### config.mk
export PLATFORM = sky130hd
export DESIGN_NAME = just_div
export DESIGN_NICKNAME = d
export VERILOG_FILES = /design/src/rtl/just_div.sv
export SDC_FILE = /design/constraint.sdc
export NUM_CORES = 1
export LEC_CHECK = 0
export BUFFER_PORTS_ARGS = -buffer_cell sky130_fd_sc_hd__buf_2
export CORE_MARGIN = 2
export CORE_UTILIZATION = 45
export DETAILED_ROUTE_END_ITERATION = 8
export PLACE_DENSITY = 0.69
export RECOVER_POWER = 25
export SYNTH_ARGS = -nofsm -noshare
export SYNTH_HDL_FRONTEND = slang
export SYNTH_SLANG_ARGS = --single-unit
### constraint.sdc
create_clock -name clk -period 2.4 [get_ports clk]
set_input_delay 0.12 -clock clk [delete_from_list [all_inputs] [get_ports clk]]
set_output_delay 0.12 -clock clk [all_outputs]
set_load 0.01 [all_outputs]
### src/rtl/just_div.sv
// Unsigned radix-2 restoring divider with valid/ready handshakes on both sides.
// One quotient bit per clock, MSB first; a zero divisor short-circuits to a flagged result.
module just_div #(
    parameter int N_W = 32,
    parameter int D_W = 16
) (
    input  logic           clk,
    input  logic           resetn,
    input  logic           i_valid,
    output logic           o_ready,
    input  logic [N_W-1:0] i_dividend,
    input  logic [D_W-1:0] i_divisor,
    output logic           o_valid,
    input  logic           i_ready,
    output logic [N_W-1:0] o_quotient,
    output logic [D_W-1:0] o_remainder,
    output logic           o_div_by_zero
);

    localparam int CNT_W = (N_W > 1) ? $clog2(N_W) : 1;

    typedef enum logic [1:0] {
        IDLE = 2'd0,
        BUSY = 2'd1,
        DONE = 2'd2
    } state_t;

    state_t           state_r;
    // dividend_r shifts left each step: its MSB feeds the partial remainder
    // and the new quotient bit enters at the LSB, so it ends up holding the quotient.
    logic [N_W-1:0]   dividend_r;
    logic [D_W-1:0]   divisor_r;
    logic [D_W-1:0]   rem_r;
    logic [CNT_W-1:0] cnt_r;
    logic             ready_r;
    logic             valid_r;
    logic             dbz_r;
    logic [N_W-1:0]   quotient_r;
    logic [D_W-1:0]   remainder_r;

    logic [D_W:0]     part_s;
    logic [D_W-1:0]   diff_s;
    logic             fit_s;
    logic [D_W-1:0]   rem_next_s;
    logic [N_W-1:0]   shift_next_s;

    // One restoring step: trial-subtract the divisor from the extended partial remainder.
    always_comb begin
        part_s       = {rem_r, dividend_r[N_W-1]};
        diff_s       = part_s[D_W-1:0] - divisor_r;
        fit_s        = (part_s >= {1'b0, divisor_r});
        if (fit_s) begin
            rem_next_s = diff_s;
        end else begin
            rem_next_s = part_s[D_W-1:0];
        end
        shift_next_s = {dividend_r[N_W-2:0], fit_s};
    end

    // Control FSM together with the datapath and registered handshake/result outputs.
    always_ff @(posedge clk or negedge resetn) begin
        if (!resetn) begin
            state_r     <= IDLE;
            dividend_r  <= {N_W{1'b0}};
            divisor_r   <= {D_W{1'b0}};
            rem_r       <= {D_W{1'b0}};
            cnt_r       <= {CNT_W{1'b0}};
            ready_r     <= 1'b1;
            valid_r     <= 1'b0;
            dbz_r       <= 1'b0;
            quotient_r  <= {N_W{1'b0}};
            remainder_r <= {D_W{1'b0}};
        end else begin
            case (state_r)
                IDLE: begin
                    if (i_valid) begin
                        dividend_r <= i_dividend;
                        divisor_r  <= i_divisor;
                        rem_r      <= {D_W{1'b0}};
                        ready_r    <= 1'b0;
                        if (i_divisor == {D_W{1'b0}}) begin
                            state_r     <= DONE;
                            valid_r     <= 1'b1;
                            dbz_r       <= 1'b1;
                            quotient_r  <= {N_W{1'b1}};
                            remainder_r <= i_dividend[D_W-1:0];
                        end else begin
                            state_r <= BUSY;
                            cnt_r   <= CNT_W'(N_W - 1);
                        end
                    end
                end
                BUSY: begin
                    dividend_r <= shift_next_s;
                    rem_r      <= rem_next_s;
                    if (cnt_r == {CNT_W{1'b0}}) begin
                        state_r     <= DONE;
                        valid_r     <= 1'b1;
                        quotient_r  <= shift_next_s;
                        remainder_r <= rem_next_s;
                    end else begin
                        cnt_r <= cnt_r - CNT_W'(1);
                    end
                end
                DONE: begin
                    // o_ready stays low on the consume edge, so no back-to-back accept.
                    if (i_ready) begin
                        state_r <= IDLE;
                        valid_r <= 1'b0;
                        ready_r <= 1'b1;
                        dbz_r   <= 1'b0;
                    end
                end
                default: begin
                    state_r <= IDLE;
                    ready_r <= 1'b1;
                    valid_r <= 1'b0;
                    dbz_r   <= 1'b0;
                end
            endcase
        end
    end

    assign o_ready       = ready_r;
    assign o_valid       = valid_r;
    assign o_quotient    = quotient_r;
    assign o_remainder   = remainder_r;
    assign o_div_by_zero = dbz_r;

endmodule
* Word level (Yosys, flattened, before mapping)
Index checks and enable logic that the tools add are counted. Widths: inputs -> output; s select.
Operators by class: order comparisons 1, eq/ne operators 8, muxes and demuxes 31, reductions and logical operators 12, bitwise operators 1, $add $sub $neg 2
Operators by type and width (count):
- $mux 32 | 4
- $pmux 32 s2 | 2
- $mux 16 | 5
- $pmux 16 s2 | 2
- $ge 17x16->1 | 1
- $logic_not 16->1 | 1
- $reduce_and 4->1 | 4
- $sub 16x16->16 | 1
- $mux 5 | 3
- $ne 2x2->1 const B | 6
- $pmux 5 s2 | 1
- $pmux 1 s3 | 3
- $mux 2 | 4
- $mux 1 | 6
- $pmux 2 s3 | 1
- $reduce_and 3->1 | 2
- $logic_not 5->1 | 1
- $sub 5x1->5 const B | 1
- $reduce_and 2->1 | 2
- $eq 2x1->1 const B | 1
- $eq 2x2->1 const B | 1
- $logic_not 2->1 | 1
- $reduce_bool 2->1 | 1
- $not 1->1 | 1
Storage, ports and cells: output and inout bits 51, logic and storage cells 65, register bits after elaboration 122

* Longest topological paths before layout
Gate-level depths: netlist of the first run.
depth in word-level cells 4, mapped depth 11, mapped depth without buffers 11

* Least setup slack after synthesis of the first run
OpenSTA, ideal clock, no wires.
path type flip-flop to flip-flop, from register dividend_r[31], to register remainder_r[14], in the netlist o_remainder[14], arrival 2357 ps, slack -99 ps, setup time 142 ps, stages on the path, launching flop included 12, period minus slack after synthesis 2499 ps, path buffers 0, path through dfrtp_1 -> inv_1 -> ha_1 -> inv_1 -> fa_1 -> a21o_1 -> a221oi_1 -> a211oi_1 -> o22ai_1 -> xnor2_1 -> mux2i_1 -> o221ai_1
On the way: cells in the longest elaborated chain, start to end 4
Ends and longest elaborated chain:
- start: declaration | line 31 | logic [N_W-1:0] dividend_r;
- start signal: assignment | line 64 | dividend_r <= {N_W{1'b0}};
- start signal: assignment | line 77 | dividend_r <= i_dividend;
- start signal: assignment | line 94 | dividend_r <= shift_next_s;
- $sub 16x16->16 / $ge 17x16->1 (equally long branches) | line 50, 51
- $mux 16 * | line 52 | if (fit_s) begin
- $mux 16 * | line 96 | if (cnt_r == {CNT_W{1'b0}}) begin
- $pmux 16 s2 * | line 74 | case (state_r)
- end signal: assignment | line 72 | remainder_r <= {D_W{1'b0}};
- end signal: assignment | line 86 | remainder_r <= i_dividend[D_W-1:0];
- end signal: assignment | line 100 | remainder_r <= rem_next_s;
- end: declaration | line 39 | logic [D_W-1:0] remainder_r;
Mark *: on every way between the ends. The rest lies on a longest branch, timed or not. The select of a mux whose other input is x is not followed. A chain may end at the register's enable or synchronous reset.

* Final worst setup path of the first run
from register rem_r[11], to register remainder_r[12], in the netlist o_remainder[12]
On the way: cells in the longest elaborated chain, start to end 4
Ends and longest elaborated chain:
- start: declaration | line 33 | logic [D_W-1:0] rem_r;
- start signal: assignment | line 66 | rem_r <= {D_W{1'b0}};
- start signal: assignment | line 79 | rem_r <= {D_W{1'b0}};
- start signal: assignment | line 95 | rem_r <= rem_next_s;
- $sub 16x16->16 / $ge 17x16->1 (equally long branches) | line 50, 51
- $mux 16 * | line 52
- $mux 16 * | line 96
- $pmux 16 s2 * | line 74
Marks and branches as above.

==> flow_summary.toml, run 1 <==
[global_routing]
track_usage_pct = 24.4
grt_pass1_vias = 5636
grt_max_degree = 52
antenna_found_initial = 0
grt_pass1_wl_um = 27300
grt_overflow = 0

[timing]
slew_violations = 0
fin_skew_ns = 0.00564
rsz0062_at_grt = "true"
finalSetupViolCount = 13
worstMarginPinSlew_ns = 1.31
finalWorstSetupSlack_ns = -0.0723
min_period_over_period_pct = 103
finalCriticalPeriod_ns = 2.47
max_clock_freq_mhz = 404
finalHoldViolations = 0
slew_headroom_pct = 12.4

[die]
num_io_pins = 103
core_um2 = 13100
die_area_um2 = 14200
rows = 42
die_y_um = 119
initial_core_util_pct = 45.6
die_width_um = 119

[detailed_routing]
drt-vias-per-instance = 5.41
drt-initial-drc-count = 482
wirelength_um = 16800
drc_errors = 0
vias = 5660
drt-pass1-iter-count = 5
ant_nets = 0
wl_per_cell_um = 16.0

[worst_setup_path]
cp_data_arrival_time_ns = 2.76
path_max_fanout = 6
start_kind = "flip-flop"
crit_type = "reg -> reg"
endpoint_kind = "flip-flop"
required_ns = 2.69

[place]
portBuffers = 102
pre_cts_ws_ns = -0.213
detailed_place_hpwl_um = 11400
gp_congestion = 0.862

[yosys]
ys_types = 54
postSynthCellCount = 650
netlist.area_leader.share_pct = 50.6
syn_area_per_cell_um2 = 9.21
synth_top_area_cell = "dfrtp_1"
syn_area_um2 = 5990
synth_area_leaders = "dfrtp_1, nor2_1, nand2_1"
synth_flop_cell = "dfrtp_1"
synth_edf_count = 0
synthArstFlopShare_pct = 100
synth-seq-cells = 122
yosysWarningCount = 0
synth-seq-area-share_pct = 51.0
syn_nets = 721

[outcome]
status = "finished with violations"
violations = "negative setup slack"

[clocking]
cts.sinks = 122
clk_pin_slew_ns = 0.06
cts-buffers-inserted = 17
cts_root_buf = "clkbuf_16"
h-tree-depth = 4
clk-insertion-delay-late_ns = 0.42
clockBufferDepth = 2
cts_tree = "built"

[power]
p_seq_share_pct = 27.3
power.density_nw_per_um2 = 1530
p_sw_mw = 5.25
p_comb_share_pct = 52.6
swShare_pct = 40.4
intPower_mw = 7.74
ir_drop_uv = 755
leakage_nw = 3.90
clkPwrFrac_pct = 20.1
total_power_mw = 13.0

[cells_and_area]
nNetsFinal = 928
nFillCells = 1071
final_core_util_pct = 64.7
most-common-layout-cells = "nor2_1, dfrtp_1, buf_2, buf_4, nand2_1"
multi_input_area_um2 = 2960
antenna_cells = 0
ff_latch_area_um2 = 3060
drive_above_1_share_pct = 31.4
final_common_cell = "nor2_1"
area_growth_pct = 42.0

[min_path]
hp-class = "in -> reg"

[run]
drv_cap = 0
critical path: stages, from the launching register on:
cell,delay [ns]
dfrtp_1,0.41
ha_4,0.31
a21o_4,0.13
a21oi_4,0.03
or4b_4,0.51
a31oi_4,0.26
or2_4,0.26
mux2i_2,0.27
o221ai_1,0.15
per-layer routing:
metal | track usage (%) | part of all wire (%)
met1 | 33.9 | 46
met2 | 37.3 | 47
met3 | 5.80 | 5.1
met4 | 8.97 | 1.8
met5 | 0 | 0
cells by family (layout without fill, tap and decap cells):
family / after synthesis / after routing / synth area share, %
buffers and inverters: 64 / 282 / 4.41
adder cells (fa/ha/maj): 19 / 19 / 4.10
XOR/XNOR: 12 / 12 / 1.76
AO/OA/AOI/OAI: 148 / 148 / 16.2
AND/OR/NAND/NOR: 262 / 264 / 18.4
multiplexers: 23 / 23 / 4.18
flip-flops: 122 / 122 / 51.0
worst paths after layout:
path | endpoint | startpoint | depth (start not counted) | slack, ns
max | o_remainder[12] | rem_r[11] | 8 | -0.07
max reg2reg | o_remainder[12] | rem_r[11] | 8 | -0.07
min reg2reg | o_remainder[14] | o_remainder[14] | 2 | 0.49
min | dividend_r[5] | i_dividend[5] | 3 | 0.01
min in group asynchronous | divisor_r[3] | resetn | 2 | 0.53
max in group asynchronous | o_quotient[7] | resetn | 3 | 0.56
timing repair:
item                                   CTS  global route
cloned                                   1             1
pin swaps                               11            19
resized for setup                       16            33
hold buffers                            42             0
buffers inserted                         6             7
endpoints found under the hold margin   90             0
setup endpoints to repair               27            39
cells in the mapped netlist (all sizes together), types with 2 or more instances:
cell type	number
or3	4
inv	27
nor2	136
dfrtp	121
xor2	4
ha	18
and3	6
nand2b	4
a21o	10
o22a	6
a41oi	3
a211o	4
a211oi	4
nand2	70
xnor2	8
o22ai	2
o211ai	7
nand3	11
o221ai	3
o21ai	20
mux2i	7
a31oi	23
mux2	16
o32a	2
buf	15
a21oi	49
nor4	4
nor3	18
o31ai	5
clkbuf	22
nand4	4
power by group through the flow:
stage / Combinational (mW) / Sequential, mW / Clock (mW)
final: 6.83 / 3.54 / 2.61
after floorplan: 3.70 / 3.52 / 0
after detailed placement: 5.91 / 3.54 / 0
after CTS: 6.29 / 3.53 / 2.65
after global placement: 5.78 / 3.50 / 0
after global routing: 7.47 / 3.65 / 2.75
layout make-up:
type,count,share of cell area [%]
Multi-Input combinational cell,466,34.8
Timing Repair Buffer,223,18.4
Tap cell,176,2.59
Inverter,27,1.19
Clock buffer,21,5.42
Clock inverter,11,1.71
Sequential cell,122,35.9
state kept, by name, summed over array words and instances (netlist names):
signal and count:
o_valid 1, state_r 2, dividend_r 32, o_ready 1, o_remainder 16, divisor_r 16, cnt_r 5, o_quotient 32
o_div_by_zero 1, rem_r 16
metrics by stage:
step	std cells	cell area, um^2	hold slack [ns]	TNS [ns]
2_1_floorplan	650	6010	-0.176	0
3_3_place_gp	957	7140	0.204	-1.12
3_5_place_dp	957	7140	0.212	-2.14
4_1_cts	1038	8280	0.00101	-0.0705
5_1_grt	1046	8500	0.0136	-2.14
6_report	1046	8500	0.0141	-0.414
(Power assumes the default switching activity.)
==> run 2, diff against run 1 <==
--- a/config.mk
+++ b/config.mk
@@ -9,7 +9,7 @@
 export CORE_MARGIN = 2
 export CORE_UTILIZATION = 45
 export DETAILED_ROUTE_END_ITERATION = 8
-export PLACE_DENSITY = 0.69
+export PLACE_DENSITY = 0.66
 export RECOVER_POWER = 25
 export SYNTH_ARGS = -nofsm -noshare
 export SYNTH_HDL_FRONTEND = slang
==> constraint.sdc (replaced) <==
create_clock -name clk -period 2.95 [get_ports clk]
set_input_delay 0.1475 -clock clk [delete_from_list [all_inputs] [get_ports clk]]
set_output_delay 0.1475 -clock clk [all_outputs]
set_load 0.01 [all_outputs]
==> run 2 against run 1 <==
Against the previous run:
- clock skew down 0.0011 ns
- design area down 12%
- highest routed layer unchanged
- clock-buffer cell count stayed put
- largest power group unchanged
- sequential cell count unchanged
- global-route usage shrank 1.8 points
- first-iteration DRC count up 11%
- the flow now finishes without violations
- routed wire length shrank 8.3%
==> flow_summary.toml, run 2 (synthesis results as in run 1) <==
[clocking]
clockBufferDepth = 2
cts_tree = "built"
cts-buffers-inserted = 17
clk-insertion-delay-late_ns = 0.41
cts_hold_buf = 19
cts-resized-gates = 0
cts_setup_buffers = 0
cts.sinks = 122
h-tree-depth = 4
clk_pin_slew_ns = 0.06
cts_root_buf = "clkbuf_16"

[cells_and_area]
final_common_cell = "nor2_1"
nNetsFinal = 838
antenna_cells = 0
drive_above_1_share_pct = 19.7
area_growth_pct = 24.4
most-common-layout-cells = "nor2_1, dfrtp_1, buf_2, nand2_1, a21oi_1"
nFillCells = 1204

[timing]
min_period_over_period_pct = 97.1
max_clock_freq_mhz = 349
finalSetupViolCount = 0
finalHoldViolations = 0
setup-tns-final_ns = 0
fin_skew_ns = 0.00450
slew_violations = 0
finalCriticalPeriod_ns = 2.86
worstMarginPinSlew_ns = 1.41
rsz0062_at_grt = "false"
finalWorstSetupSlack_ns = 0.0858
slew_headroom_pct = 6.00

[worst_setup_path]
critPathMaxStageDelay_ns = 0.46
crit_type = "reg -> reg"
start_kind = "flip-flop"
crit_family = "compound AO/OA/AOI/OAI gates"
cp_data_arrival_time_ns = 3.16
endpoint_kind = "flip-flop"
cpMaxStageDelayCell = "nor2_2"
required_ns = 3.24
crit_buf_inv = 0
crit_chain = "ha_1, a21o_1, a21oi_1, o221a_2, a31oi_4, nor2_2, nor3_1, o32a_1"
path_max_fanout = 12
regToRegSetupSlack_ns = 0.09

[run]
drv_cap = 0

[power]
p_seq_share_pct = 31.7
total_power_mw = 9.12
intPower_mw = 5.32
clkPwrFrac_pct = 22.3
ir_drop_uv = 688
p_sw_mw = 3.80
swShare_pct = 41.6
leakage_nw = 3.40
power.density_nw_per_um2 = 1220
p_comb_share_pct = 46.0

[place]
detailed_place_hpwl_um = 10800
gp_congestion = 0.886
portBuffers = 102
pre_cts_ws_ns = 0.151

[detailed_routing]
drt-vias-per-instance = 5.37
wl_per_cell_um = 16.1
drc_errors = 0
vias = 5138
wirelength_um = 15400
ant_nets = 0
drt-initial-drc-count = 535
drt-pass1-iter-count = 5

[die]
core_um2 = 13100
die_y_um = 119
num_io_pins = 103
die_area_um2 = 14200
die_width_um = 119
initial_core_util_pct = 45.6
rows = 42

[global_routing]
grt_pass1_vias = 4950
grt_overflow = 0
antenna_found_initial = 0
grt_max_degree = 70
grt_pass1_wl_um = 25300
track_usage_pct = 22.6

[min_path]
hp-class = "in -> reg"

[outcome]
status = "complete, no violations"
[run 2: power by group through the flow]
stage | registers (mW) | logic, mW | clock network (mW)
after floorplan | 2.86 | 2.98 | 0
after global placement | 2.88 | 4.09 | 0
after detailed placement | 2.90 | 4.17 | 0
after CTS | 2.88 | 4.22 | 2.07
after global routing | 2.98 | 4.68 | 2.15
final | 2.89 | 4.20 | 2.03
[run 2: final timing paths]
kind / from / end / cells past startpoint
min in group asynchronous: resetn / divisor_r[5] / 2
max reg2reg: rem_r[7] / o_remainder[10] / 8
max in group asynchronous: resetn / dividend_r[18] / 3
min reg2reg: o_quotient[0] / o_quotient[0] / 2
min: i_dividend[30] / dividend_r[30] / 3
max: rem_r[7] / o_remainder[10] / 8
[run 2: cell type report]
| type | count | area [um^2] | share of cell area [%] |
|---|---|---|---|
| timing repair buffer | 135 | 795 | 10.7 |
| clock buffer | 21 | 460 | 6.18 |
| inverter | 27 | 101 | 1.36 |
| tap | 176 | 220 | 2.96 |
| clock inverter | 11 | 121 | 1.63 |
| sequential | 122 | 3050 | 41.0 |
| multi-input combinational | 464 | 2700 | 36.2 |
[run 2: per-layer routing]
metal / track usage, % / vias to the layer above / part of all wire [%]
met3: 4.26 / 18 / 5.2
met4: 8.01 / 0 / 1.5
met2: 33.9 / 145 / 45
met1: 32.8 / 2477 / 49
met5: 0 / - / 0
li1: - / 2498 / -
[run 2: through the flow]
step	cell area, um^2	hold slack (ns)	utilization (%)	instances
after detailed placement	6700	0.251	51.0	905
final	7450	0.0157	56.7	956
after global placement	6700	0.247	51.0	905
after global routing	7450	0.0125	56.7	956
after floorplan	5990	-0.148	-	650
after CTS	7470	0.000312	56.9	956
[run 2: worst reg2reg max path, cell delays in order, from the launching register on]
cell     delay [ns]
dfrtp_1        0.42
ha_1           0.39
a21o_1         0.24
a21oi_1        0.31
o221a_2        0.29
a31oi_4        0.11
nor2_2         0.46
nor3_1         0.16
o32a_1         0.37
